## config.mk

```make
export PLATFORM = sky130hd
export DESIGN_NAME = kfps2kb_command_sequencer
export DESIGN_NICKNAME = d
export VERILOG_FILES = /design/src/rtl/kfps2kb_pkg.sv /design/src/rtl/kfps2kb_cmd_fifo.sv /design/src/rtl/kfps2kb_command_sequencer.sv
export SDC_FILE = /design/constraint.sdc
export NUM_CORES = 1
export LEC_CHECK = 0
export ABC_CLOCK_PERIOD_IN_PS = 2000
export CAP_MARGIN = 20
export CORE_MARGIN = 5
export CORE_UTILIZATION = 42
export DETAILED_ROUTE_END_ITERATION = 10
export REMOVE_ABC_BUFFERS = 1
export SYNTH_ARGS = -nofsm -noshare
export SYNTH_HDL_FRONTEND = slang
export SYNTH_SLANG_ARGS = --single-unit
```

## constraint.sdc

```tcl
create_clock -name clock -period 2 [get_ports clock]
set_clock_uncertainty 0.1 [all_clocks]
set_input_delay 0.6 -clock clock [delete_from_list [all_inputs] [get_ports clock]]
set_output_delay 0.6 -clock clock [all_outputs]
set_load 0.03 [all_outputs]
```

## src/rtl/kfps2kb_pkg.sv

```systemverilog
// Shared types and constants for the PS/2 keyboard command sequencer.
// Latency: n/a (types and constants only).
// Backpressure: n/a.
//
// Contents:
//   state_t         - sequencer FSM states
//   ACK_BYTE        - keyboard acknowledge (0xFA)
//   RESEND_BYTE     - keyboard resend request (0xFE)
//   NO_START, RETRY_EXHAUSTED, TX_HANG - error_code values
//   failure_code()  - maps the state an error is raised from to its code
package kfps2kb_pkg;

   typedef enum logic [2:0] {
      IDLE          = 3'd0,
      ISSUE         = 3'd1,
      WAIT_TX_START = 3'd2,
      WAIT_TX_END   = 3'd3,
      WAIT_ACK      = 3'd4,
      RETRY         = 3'd5,
      ERROR         = 3'd6
   } state_t;

   localparam logic [7:0] ACK_BYTE    = 8'hFA;
   localparam logic [7:0] RESEND_BYTE = 8'hFE;

   localparam logic [1:0] NO_START        = 2'b01;
   localparam logic [1:0] RETRY_EXHAUSTED = 2'b10;
   localparam logic [1:0] TX_HANG         = 2'b11;

   // Width of the peripheral tick counter; matches the ACK_TIMEOUT parameter.
   localparam int TICK_CNT_W = 16;

   // Every path into ERROR comes from one of the three wait states, so the
   // state being left fully determines the reason for the failure.
   function automatic logic [1:0] failure_code(input state_t from_state);
      logic [1:0] code;
      case (from_state)
         WAIT_TX_START: code = NO_START;
         WAIT_TX_END:   code = TX_HANG;
         default:       code = RETRY_EXHAUSTED;
      endcase
      return code;
   endfunction

endpackage

```

## src/rtl/kfps2kb_cmd_fifo.sv

```systemverilog
// Command byte FIFO with show-ahead head output.
// Latency: a push at edge N is visible on head/empty right after edge N.
// Backpressure: push while full is dropped; pop while empty is ignored.
//
// Ports:
//   clock, reset       - system clock, async active-low reset (flushes)
//   push, push_data    - write request and byte
//   pop                - discard the current head
//   head               - oldest stored byte (valid when !empty)
//   full, empty        - derived from the occupancy count
module kfps2kb_cmd_fifo #(
   parameter int DEPTH = 4,
   parameter int WIDTH = 8
) (
   input  logic             clock,
   input  logic             reset,
   input  logic             push,
   input  logic [WIDTH-1:0] push_data,
   input  logic             pop,
   output logic [WIDTH-1:0] head,
   output logic             full,
   output logic             empty
);

   localparam int PTR_W = $clog2(DEPTH);
   localparam logic [PTR_W:0] FULL_CNT = (PTR_W + 1)'(DEPTH);

   logic [PTR_W-1:0] wr_ptr_q, wr_ptr_d;
   logic [PTR_W-1:0] rd_ptr_q, rd_ptr_d;
   logic [PTR_W:0]   count_q, count_d;
   logic [WIDTH-1:0] mem_q [DEPTH];

   logic push_ok;
   logic pop_ok;

   assign full    = (count_q == FULL_CNT);
   assign empty   = (count_q == '0);
   assign push_ok = push && !full;
   assign pop_ok  = pop && !empty;
   assign head    = mem_q[rd_ptr_q];

   // DEPTH is a power of two, so plain binary pointer overflow is the wrap.
   always_comb begin
      wr_ptr_d = wr_ptr_q;
      rd_ptr_d = rd_ptr_q;
      count_d  = count_q;
      if (push_ok) begin
         wr_ptr_d = wr_ptr_q + PTR_W'(1);
      end
      if (pop_ok) begin
         rd_ptr_d = rd_ptr_q + PTR_W'(1);
      end
      case ({push_ok, pop_ok})
         2'b10:   count_d = count_q + (PTR_W + 1)'(1);
         2'b01:   count_d = count_q - (PTR_W + 1)'(1);
         default: count_d = count_q;
      endcase
   end

   always_ff @(posedge clock or negedge reset) begin
      if (!reset) begin
         wr_ptr_q <= '0;
         rd_ptr_q <= '0;
         count_q  <= '0;
      end else begin
         wr_ptr_q <= wr_ptr_d;
         rd_ptr_q <= rd_ptr_d;
         count_q  <= count_d;
      end
   end

   // Storage needs no reset: nothing is read until count_q says it is valid.
   always_ff @(posedge clock) begin
      if (push_ok) begin
         mem_q[wr_ptr_q] <= push_data;
      end
   end

endmodule

```

## src/rtl/kfps2kb_command_sequencer.sv

```systemverilog
// Issues queued host bytes to the PS/2 send stage and tracks the keyboard's ACK/RESEND reply.
// Latency: cmd_write at edge N into an idle empty block -> send_request high during cycle N+1..N+2.
// Backpressure: cmd_full blocks host pushes (extra bytes dropped); progress waits on send stage/keyboard, bounded by ACK_TIMEOUT ticks.
//
// Ports:
//   clock, reset                  - system clock, async active-low reset
//   peripheral_clock              - slow timebase, rising edges counted as timeout ticks
//   cmd_write, cmd_data, cmd_full - host command push interface
//   cmd_empty                     - no command queued
//   send_request, send_data       - one-cycle request and byte to the PS/2 send stage
//   sending_data_flag             - send stage busy
//   rx_valid, rx_data             - bytes from the PS/2 receive stage
//   ack_done, error               - one-cycle completion pulses
//   error_code                    - reason of the most recent error (held)
//   busy                          - sequencer not idle
module kfps2kb_command_sequencer
   import kfps2kb_pkg::*;
#(
   parameter int          FIFO_DEPTH  = 4,
   parameter logic [15:0] ACK_TIMEOUT = 16'd2000,
   parameter logic [1:0]  MAX_RETRY   = 2'd3
) (
   input  logic       clock,
   input  logic       reset,
   input  logic       peripheral_clock,
   input  logic       cmd_write,
   input  logic [7:0] cmd_data,
   output logic       cmd_full,
   output logic       cmd_empty,
   output logic       send_request,
   output logic [7:0] send_data,
   input  logic       sending_data_flag,
   input  logic       rx_valid,
   input  logic [7:0] rx_data,
   output logic       ack_done,
   output logic       error,
   output logic [1:0] error_code,
   output logic       busy
);

   // ---------------------------------------------------------------
   // Peripheral clock tick detection
   // ---------------------------------------------------------------
   // Two synchroniser stages, then one more stage to find the rising edge.
   logic pclk_meta_q, pclk_sync_q, pclk_prev_q;
   logic tick;

   always_ff @(posedge clock or negedge reset) begin
      if (!reset) begin
         pclk_meta_q <= 1'b0;
         pclk_sync_q <= 1'b0;
         pclk_prev_q <= 1'b0;
      end else begin
         pclk_meta_q <= peripheral_clock;
         pclk_sync_q <= pclk_meta_q;
         pclk_prev_q <= pclk_sync_q;
      end
   end

   assign tick = pclk_sync_q && !pclk_prev_q;

   // ---------------------------------------------------------------
   // Command FIFO
   // ---------------------------------------------------------------
   logic       fifo_pop;
   logic [7:0] fifo_head;
   logic       fifo_full;
   logic       fifo_empty;

   kfps2kb_cmd_fifo #(
      .DEPTH (FIFO_DEPTH),
      .WIDTH (8)
   ) u_cmd_fifo (
      .clock     (clock),
      .reset     (reset),
      .push      (cmd_write),
      .push_data (cmd_data),
      .pop       (fifo_pop),
      .head      (fifo_head),
      .full      (fifo_full),
      .empty     (fifo_empty)
   );

   assign cmd_full  = fifo_full;
   assign cmd_empty = fifo_empty;

   // ---------------------------------------------------------------
   // Sequencer state and datapath registers
   // ---------------------------------------------------------------
   state_t                state_q, state_d;
   logic [TICK_CNT_W-1:0] tick_cnt_q, tick_cnt_d;
   logic [1:0]            retry_q, retry_d;
   logic [7:0]            send_data_q, send_data_d;
   logic [1:0]            err_code_q, err_code_d;
   logic                  ack_done_q, ack_done_d;

   logic timeout;
   logic rx_ack;
   logic rx_resend;

   assign timeout   = (tick_cnt_q >= ACK_TIMEOUT);
   assign rx_ack    = rx_valid && (rx_data == ACK_BYTE);
   assign rx_resend = rx_valid && (rx_data == RESEND_BYTE);

   // State register
   always_ff @(posedge clock or negedge reset) begin
      if (!reset) begin
         state_q <= IDLE;
      end else begin
         state_q <= state_d;
      end
   end

   // Next-state logic
   always_comb begin
      state_d = state_q;
      unique case (state_q)
         IDLE: begin
            if (!fifo_empty) begin
               state_d = ISSUE;
            end
         end
         ISSUE: begin
            state_d = WAIT_TX_START;
         end
         WAIT_TX_START: begin
            if (sending_data_flag) begin
               state_d = WAIT_TX_END;
            end else if (timeout) begin
               state_d = ERROR;
            end
         end
         WAIT_TX_END: begin
            if (!sending_data_flag) begin
               state_d = WAIT_ACK;
            end else if (timeout) begin
               state_d = ERROR;
            end
         end
         WAIT_ACK: begin
            // Bytes other than ACK/RESEND leave the state (and the
            // running timeout) untouched.
            if (rx_ack) begin
               state_d = IDLE;
            end else if (rx_resend || timeout) begin
               state_d = (retry_q < MAX_RETRY) ? RETRY : ERROR;
            end
         end
         RETRY: begin
            state_d = ISSUE;
         end
         ERROR: begin
            state_d = IDLE;
         end
         default: begin
            state_d = IDLE;
         end
      endcase
   end

   // Datapath next values and FIFO pop
   always_comb begin
      send_data_d = send_data_q;
      retry_d     = retry_q;
      err_code_d  = err_code_q;
      ack_done_d  = 1'b0;
      fifo_pop    = 1'b0;

      // Each wait state gets a fresh timeout window; the tick counter
      // saturates so a long stall can never wrap back under the limit.
      if (state_d != state_q) begin
         tick_cnt_d = '0;
      end else if (tick && (tick_cnt_q != '1)) begin
         tick_cnt_d = tick_cnt_q + TICK_CNT_W'(1);
      end else begin
         tick_cnt_d = tick_cnt_q;
      end

      unique case (state_q)
         IDLE: begin
            // Peek only: the byte stays queued until the command resolves.
            if (!fifo_empty) begin
               send_data_d = fifo_head;
               retry_d     = 2'd0;
            end
         end
         WAIT_ACK: begin
            if (rx_ack) begin
               fifo_pop   = 1'b1;
               ack_done_d = 1'b1;
            end
         end
         RETRY: begin
            retry_d = retry_q + 2'd1;
         end
         ERROR: begin
            fifo_pop = 1'b1;
         end
         default: begin
         end
      endcase

      // Latch the reason on the way into ERROR so it is already valid in
      // the cycle the error pulse is shown, and stays until the next one.
      if ((state_d == ERROR) && (state_q != ERROR)) begin
         err_code_d = failure_code(state_q);
      end
   end

   always_ff @(posedge clock or negedge reset) begin
      if (!reset) begin
         tick_cnt_q  <= '0;
         retry_q     <= 2'd0;
         send_data_q <= 8'h00;
         err_code_q  <= 2'b00;
         ack_done_q  <= 1'b0;
      end else begin
         tick_cnt_q  <= tick_cnt_d;
         retry_q     <= retry_d;
         send_data_q <= send_data_d;
         err_code_q  <= err_code_d;
         ack_done_q  <= ack_done_d;
      end
   end

   // Output decode. send_request is tied to the ISSUE state, which always
   // lasts one cycle and is never entered twice in a row, so every issue
   // is a separate one-cycle pulse.
   always_comb begin
      send_request = (state_q == ISSUE);
      busy         = (state_q != IDLE);
      error        = (state_q == ERROR);
   end

   assign send_data  = send_data_q;
   assign error_code = err_code_q;
   assign ack_done   = ack_done_q;

endmodule

```

==> impl_metrics.csv, run 1 <==
group,metric,value,unit
status,outcome,"finished with violations",
status,violations,"negative setup slack",
synth,yosysWarningCount,0,
floorplanning,start_util,43.0,%
global_route,overflow,0,
clock_tree,cts_tree,"yes",
place,globalplace.congestion,0.817,
clock_tree,clk_pin_slew,0.08,ns
synth,yosysMostFrequentCell,"dfrtp_1",
route,drtIter0Drc,75,
floorplanning,dieWidth,101,um
sta,fin_crit_sh,110,%
sta,hold-worst-slack,0.0810,ns
place,postPlaceCellArea,4350,um^2
place,io_buffers,37,
floorplanning,placeableCoreArea,8180,um^2
clock_tree,cts_root_buf,"clkbuf_8",
clock_tree,insertion_delay,0.35,ns
cells_and_area,num_antenna_cells,0,
cells_and_area,fin_nets,403,
power,swShare,36.6,%
sta,rsz0062_at_grt,"yes",
hold_path,hp-class,"in2async",
route,vias,2489,
power,power,6.24,mW
synth,synth-compound-area-share,8.41,%
power,clock_power_share,19.4,%
sta,max_slew_margin,63.5,%
power,combPwrFrac,45.8,%
clock_tree,cts_buffer_depth,2,
sta,fmax,0.454,GHz
synth,synth_enable_flop_cells,32,
critical_path,path_class,"in2reg",
critical_path,crit_path_end_kind,"flip-flop",
power,seqPwrFrac,34.8,%
floorplanning,die_h,101,um
cells_and_area,nFillCells,673,
clock_tree,cts-htree-levels,3,
sta,setup_slack,-0.204,ns
place,place_ws,-0.916,ns
sta,fin_tns_setup,-0.450,ns
critical_path,cp_max_fo,3,
synth,synthAdderAreaFrac,3.71,%
synth,post_synth_num_cell_types,54,
synth,synthSimpleGateAreaFrac,14.1,%
synth,syn-cell-area,3510,um^2
global_route,grt_pass1_wl,11.7,mm
route,drtAntennaViolNets,0,
synth,yosys-top-cells-area,"dfrtp_1, edfxtp_1, mux4_2",
clock_tree,numCtsBuffers,9,
place,hpwl,5.08,mm
route,vias_per_cell,5.16,
route,routedWlPerCell,15.5,um
synth,synth_top_family_by_area,"simple AND/OR/NAND/NOR gates",
cells_and_area,drive_gt1_share,41.6,%
sta,setup_viol,5,
synth,seq_area_frac_synth,57.3,%
job,cap_viol_max_count,0,
synth,synth_mux_area_share,8.30,%
power,powerDensity,1280,nW/um^2
floorplanning,die_area,10300,um^2
power,switchingPower,2.28,mW
critical_path,arrival,2.38,ns
sta,drv_slew,0,
synth,synth.avg_cell_area,13.1,um^2
route,remaining_drc_errors,0,
global_route,grt_max_degree,21,
sta,finalHoldViolCount,0,
cells_and_area,design_area,4880,um^2
power,leakage,1.97,nW
power,p_int,3.96,mW
synth,synth_commonest_cells,"dfrtp_1, edfxtp_1, nor3_1",
global_route,grt_antenna_before_repair,0,
global_route,grt_pass1_vias,2506,
global_route,grt.total_usage,14.6,%
route,drtPass1Iterations,4,
floorplanning,core.rowCount,33,
route,routed_wirelength,7.49,mm
clock_tree,cts.sinks,74,
cells_and_area,synthToLayoutAreaGrowth,38.9,%
synth,async_flop_share,56.8,%
synth,synthXorXnorAreaFrac,4.74,%
sta,fin_crit,2.20,ns
cells_and_area,layoutNonFillerInstCount,482,
synth,synthFlopType,"dfrtp_1",
synth,synth_top_area_share,29.9,%
floorplanning,ioPinCount,38,
synth,ys_ff_latch,74,
cells_and_area,final_util,59.7,%
synth,syn_inst,268,
sta,tightest_slew,0.543,ns
critical_path,critPathRequiredTime,2.18,ns
critical_path,startpoint_type,"input pin",
synth,synth_top_cell_by_area,"dfrtp_1",
place,dp.cells,449,
power,ir_drop,0.875,mV
## power groups by stage
stage	logic, mW	clock network (mW)	registers, mW
after floorplan	1.14	0	2.41
after global placement	2.36	0	2.18
after detailed placement	2.38	0	2.19
after CTS	2.52	1.25	2.17
after global routing	3.06	1.30	2.21
final	2.86	1.21	2.17
## kinds of logic (layout without fill, tap and decap cells)
logic type               after synthesis  after routing
AO/OA/AOI/OAI                         37             37
multiplexers                          18             18
buffers and inverters                 24            133
flip-flops                            74             74
AND/OR/NAND/NOR                       86             86
adder cells (fa/ha/maj)               10             10
XOR/XNOR                              19             19
## layout by cell type (no fill, tap or decap), drive strengths merged, types with 3 or more instances in the layout
cell / Yosys / final
buf: 6 / 79
dfrtp: 42 / 42
edfxtp: 32 / 32
nor3: 20 / 20
inv: 14 / 17
xnor2: 15 / 15
nand2: 15 / 15
dlygate4sd2: 0 / 12
clkdlybuf4s50: 0 / 11
clkbuf: 4 / 10
nor2: 9 / 9
mux2: 9 / 9
o21ai: 9 / 9
a211oi: 9 / 9
nand3: 8 / 8
mux4: 8 / 8
ha: 8 / 8
and2: 4 / 4
xor2: 4 / 4
nand4: 4 / 4
a21oi: 4 / 4
and3: 4 / 4
or3: 4 / 4
nor2b: 4 / 4
clkinv: 0 / 3
nor4: 3 / 3
o31ai: 3 / 3
## layout make-up
class / count / area, um^2 / share of cell area, %
Inverter: 14 / 55.1 / 1.13
Sequential cell: 74 / 2010 / 41.2
Clock inverter: 7 / 85.1 / 1.74
Timing Repair Buffer: 103 / 930 / 19.1
Multi-Input combinational cell: 170 / 1540 / 31.6
Clock buffer: 9 / 124 / 2.54
Tap cell: 105 / 131 / 2.69
## registers in the layout, indices dropped and copies added, names as in the netlist, 2 cells and up
name                 count
retry_q                  2
u_cmd_fifo.rd_ptr_q      2
send_data                8
error_code               2
tick_cnt_q              16
u_cmd_fifo.wr_ptr_q      2
u_cmd_fifo.mem_q        32
u_cmd_fifo.count_q       3
state_q                  3
## final timing paths
path | start | endpoint | slack, ns | cells after the start
max | rx_data[0] | u_cmd_fifo.count_q[2] | -0.20 | 11
min | reset | send_data[3] | 0.08 | 1
max reg2reg | u_cmd_fifo.count_q[1] | u_cmd_fifo.count_q[2] | -0.06 | 10
min reg2reg | pclk_meta_q | pclk_sync_q | 0.24 | 0
max in group asynchronous | reset | error_code[1] | 1.15 | 2
min in group clock | pclk_meta_q | pclk_sync_q | 0.24 | 0
## layer usage
layer | vias to the layer above | GRT usage [%] | part of all wire, %
met4 | 0 | 5.11 | 1.5
met5 | - | 0 | 0
met2 | 50 | 24.8 | 51
met3 | 14 | 3.79 | 3.9
li1 | 1205 | - | -
met1 | 1220 | 18.1 | 43
## critical path, stage by stage
cell and delay [ns]:
buf_6 0.08, nand4b_1 0.21, nor3_2 0.20, buf_4 0.14
o21a_1 0.14, ha_2 0.20, inv_2 0.04, fa_2 0.34
xor2_1 0.15, nor2_1 0.13, xor2_1 0.15
## what timing repair did
action	CTS	global route
cloned	0	1
resized for setup	61	35
pin swaps	11	22
hold buffers	0	0
buffers inserted	7	11
setup endpoints to repair	35	24
Note: power is estimated with default switching activity, not from simulation.
==> inputs of run 2 (changes only) <==
Settings changed: CAP_MARGIN 20 to 15, CTS_CLUSTER_SIZE set to 8.
==> results of run 2 <==
Final layout, timing and power as in run 1 (identical DEF).
==> inputs of run 3 (changes only) <==
Settings changed: SYNTH_HIERARCHICAL set to 1.
==> impl_metrics.csv, run 3 <==
group,metric,value,unit
status,outcome,"finished with violations",
status,violations,"negative setup slack",
critical_path,critPathRequiredTime,2.18,ns
synth,synth_top_area_share,31.1,%
hold_path,hp-class,"in2async",
clock_tree,cts_root_buf,"clkbuf_8",
critical_path,startpoint_type,"input pin",
synth,syn-cell-area,3380,um^2
power,power,6.54,mW
power,leakage,2.06,nW
route,drtAntennaViolNets,0,
synth,post_synth_num_cell_types,46,
synth,synthSimpleGateAreaFrac,14.5,%
synth,async_flop_share,56.8,%
cells_and_area,top_register,"u_cmd_fifo/mem_q",
synth,yosys-top-cells-area,"dfrtp_1, edfxtp_1, mux4_2",
clock_tree,cts-htree-levels,3,
route,drtPass1Iterations,4,
critical_path,path_class,"in2reg",
route,drtIter0Drc,93,
synth,synthXorXnorAreaFrac,5.18,%
floorplanning,start_util,43.6,%
critical_path,cp_max_fo,2,
floorplanning,placeableCoreArea,7770,um^2
synth,synth_top_family_by_area,"simple AND/OR/NAND/NOR gates",
place,hpwl,4.79,mm
synth,synth_enable_flop_cells,32,
critical_path,critPathSlowestCell,"or4_4",
floorplanning,die_area,9950,um^2
critical_path,path_cells,"buf_6 > or4_4 > or2_4 > nor2_4 > or2_4 > o31a_4 > ha_4 > inv_2 > fa_2 > xor2_2 > nor2_1 > xor2_1",
sta,tightest_slew,0.486,ns
global_route,grt.total_usage,15.1,%
power,powerDensity,1350,nW/um^2
clock_tree,numCtsBuffers,9,
critical_path,crit_path_end_kind,"flip-flop",
synth,synthFlopType,"dfrtp_1",
synth,yosysMostFrequentCell,"dfrtp_1",
cells_and_area,largest_reg_flops,32,
sta,drv_slew,0,
sta,finalHoldViolCount,0,
global_route,grt_pass1_wl,11.7,mm
sta,setup_slack,-0.703,ns
route,vias_per_cell,5.04,
place,postPlaceCellArea,4210,um^2
clock_tree,cts_buffer_depth,2,
cells_and_area,drive_gt1_share,41.2,%
global_route,overflow,0,
global_route,grt_pass1_vias,2466,
clock_tree,cts.sinks,74,
synth,synth-compound-area-share,5.33,%
cells_and_area,synthToLayoutAreaGrowth,43.1,%
clock_tree,cts_tree,"yes",
critical_path,cpMostUsedCell,"or2_4",
place,io_buffers,37,
route,remaining_drc_errors,0,
synth,synth.avg_cell_area,12.9,um^2
synth,seq_area_frac_synth,59.5,%
cells_and_area,final_cell_mix,"buf_4, dfrtp_1, edfxtp_1, buf_6, nor2_1",
route,vias,2434,
floorplanning,die_h,99.8,um
synth,synth_mux_area_share,9.36,%
cells_and_area,final_common_cell,"buf_4",
global_route,grt_max_degree,43,
route,routedWlPerCell,15.3,um
route,routed_wirelength,7.41,mm
sta,fmax,0.370,GHz
global_route,grt_antenna_before_repair,0,
cells_and_area,layoutNonFillerInstCount,483,
synth,ys_ff_latch,74,
sta,setup_viol,35,
critical_path,critical-path-max-stage-delay,0.55,ns
clock_tree,insertion_delay,0.36,ns
synth,synthAdderAreaFrac,3.55,%
synth,yosysWarningCount,6,
cells_and_area,fin_nets,407,
job,cap_viol_max_count,0,
clock_tree,clk_pin_slew,0.08,ns
sta,fin_crit,2.70,ns
floorplanning,core.rowCount,32,
synth,synth_commonest_cells,"dfrtp_1, edfxtp_1, nor2_1",
synth,syn_inst,262,
place,globalplace.congestion,0.794,
power,ir_drop,0.639,mV
cells_and_area,num_antenna_cells,0,
sta,rsz0062_at_grt,"yes",
cells_and_area,design_area,4840,um^2
floorplanning,dieWidth,99.8,um
floorplanning,ioPinCount,38,
synth,synth_top_cell_by_area,"dfrtp_1",
sta,fin_crit_sh,135,%
place,dp.cells,441,
critical_path,arrival,2.88,ns
sta,max_slew_margin,67.2,%
==> run 3: final timing paths <==
check / start / cells past startpoint / slack [ns] / to
worst max-delay path: rx_data[0] / 12 / -0.70 / u_cmd_fifo/count_q[2]
worst min-delay path: reset / 2 / 0.11 / tick_cnt_q[2]
worst max register to register: state_q[0] / 15 / -0.39 / u_cmd_fifo/rd_ptr_q[0]
worst min register to register: pclk_meta_q / 0 / 0.25 / pclk_sync_q
max in group asynchronous: reset / 2 / 1.46 / u_cmd_fifo/count_q[0]
min in group clock: pclk_meta_q / 0 / 0.25 / pclk_sync_q
==> run 3: metrics by stage <==
step | setup TNS [ns] | hold slack (ns) | util [%] | worst slack, ns
2_1_floorplan | -14.08 | 0.204 | - | -0.987
3_3_place_gp | -24.22 | 0.237 | 54.2 | -1.44
3_5_place_dp | -25.12 | 0.236 | 54.2 | -1.53
4_1_cts | -3.47 | 0.105 | 58.9 | -0.707
5_1_grt | -7.51 | 0.108 | 62.3 | -0.785
6_report | -5.70 | 0.108 | 62.3 | -0.703
==> run 3: area by class of cell <==
cell class,count,area [um^2]
Sequential cell,74,2010
Clock inverter,7,83.8
Clock buffer,9,124
Tap cell,102,128
Timing Repair Buffer,111,998
Inverter,13,51.3
Fill cell,638,2930
Multi-Input combinational cell,167,1440
==> run 3: kinds of logic after synthesis <==
family / after synthesis
AND/OR/NAND/NOR: 91
flip-flops: 74
AO/OA/AOI/OAI: 27
buffers and inverters: 21
XOR/XNOR: 20
multiplexers: 20
adder cells (fa/ha/maj): 9
==> run 3: timing repair <==
| action | 4_1_cts | 5_1_grt |
|---|---|---|
| pin swaps | 15 | 14 |
| hold buffers | 0 | 0 |
| gates resized for setup | 72 | 45 |
| setup endpoints to repair | 42 | 33 |
| buffers inserted | 14 | 17 |
==> run 3: critical path, delay by kind of cell <==
| kind | cells | cell delay, ns |
|---|---|---|
| adder cells (fa/ha/maj) | 2 | 0.48 |
| AND/OR/NAND/NOR | 5 | 1.19 |
| AO/OA/AOI/OAI | 1 | 0.14 |
| buffers and inverters | 2 | 0.13 |
| XOR/XNOR | 2 | 0.33 |
==> run 3: per-layer routing <==
metal	vias up	routed length (um)	track usage, %
met2	44	3810	25.2
met3	11	279	4.49
met4	0	123	4.10
met5	-	0	0
li1	1170	-	-
met1	1209	3200	19.3
==> run 3: power breakdown <==
group          switching [mW]  internal, mW
combinational            1.47          1.64
clock                   0.603         0.597
sequential              0.252          1.98
total                    2.32          4.22
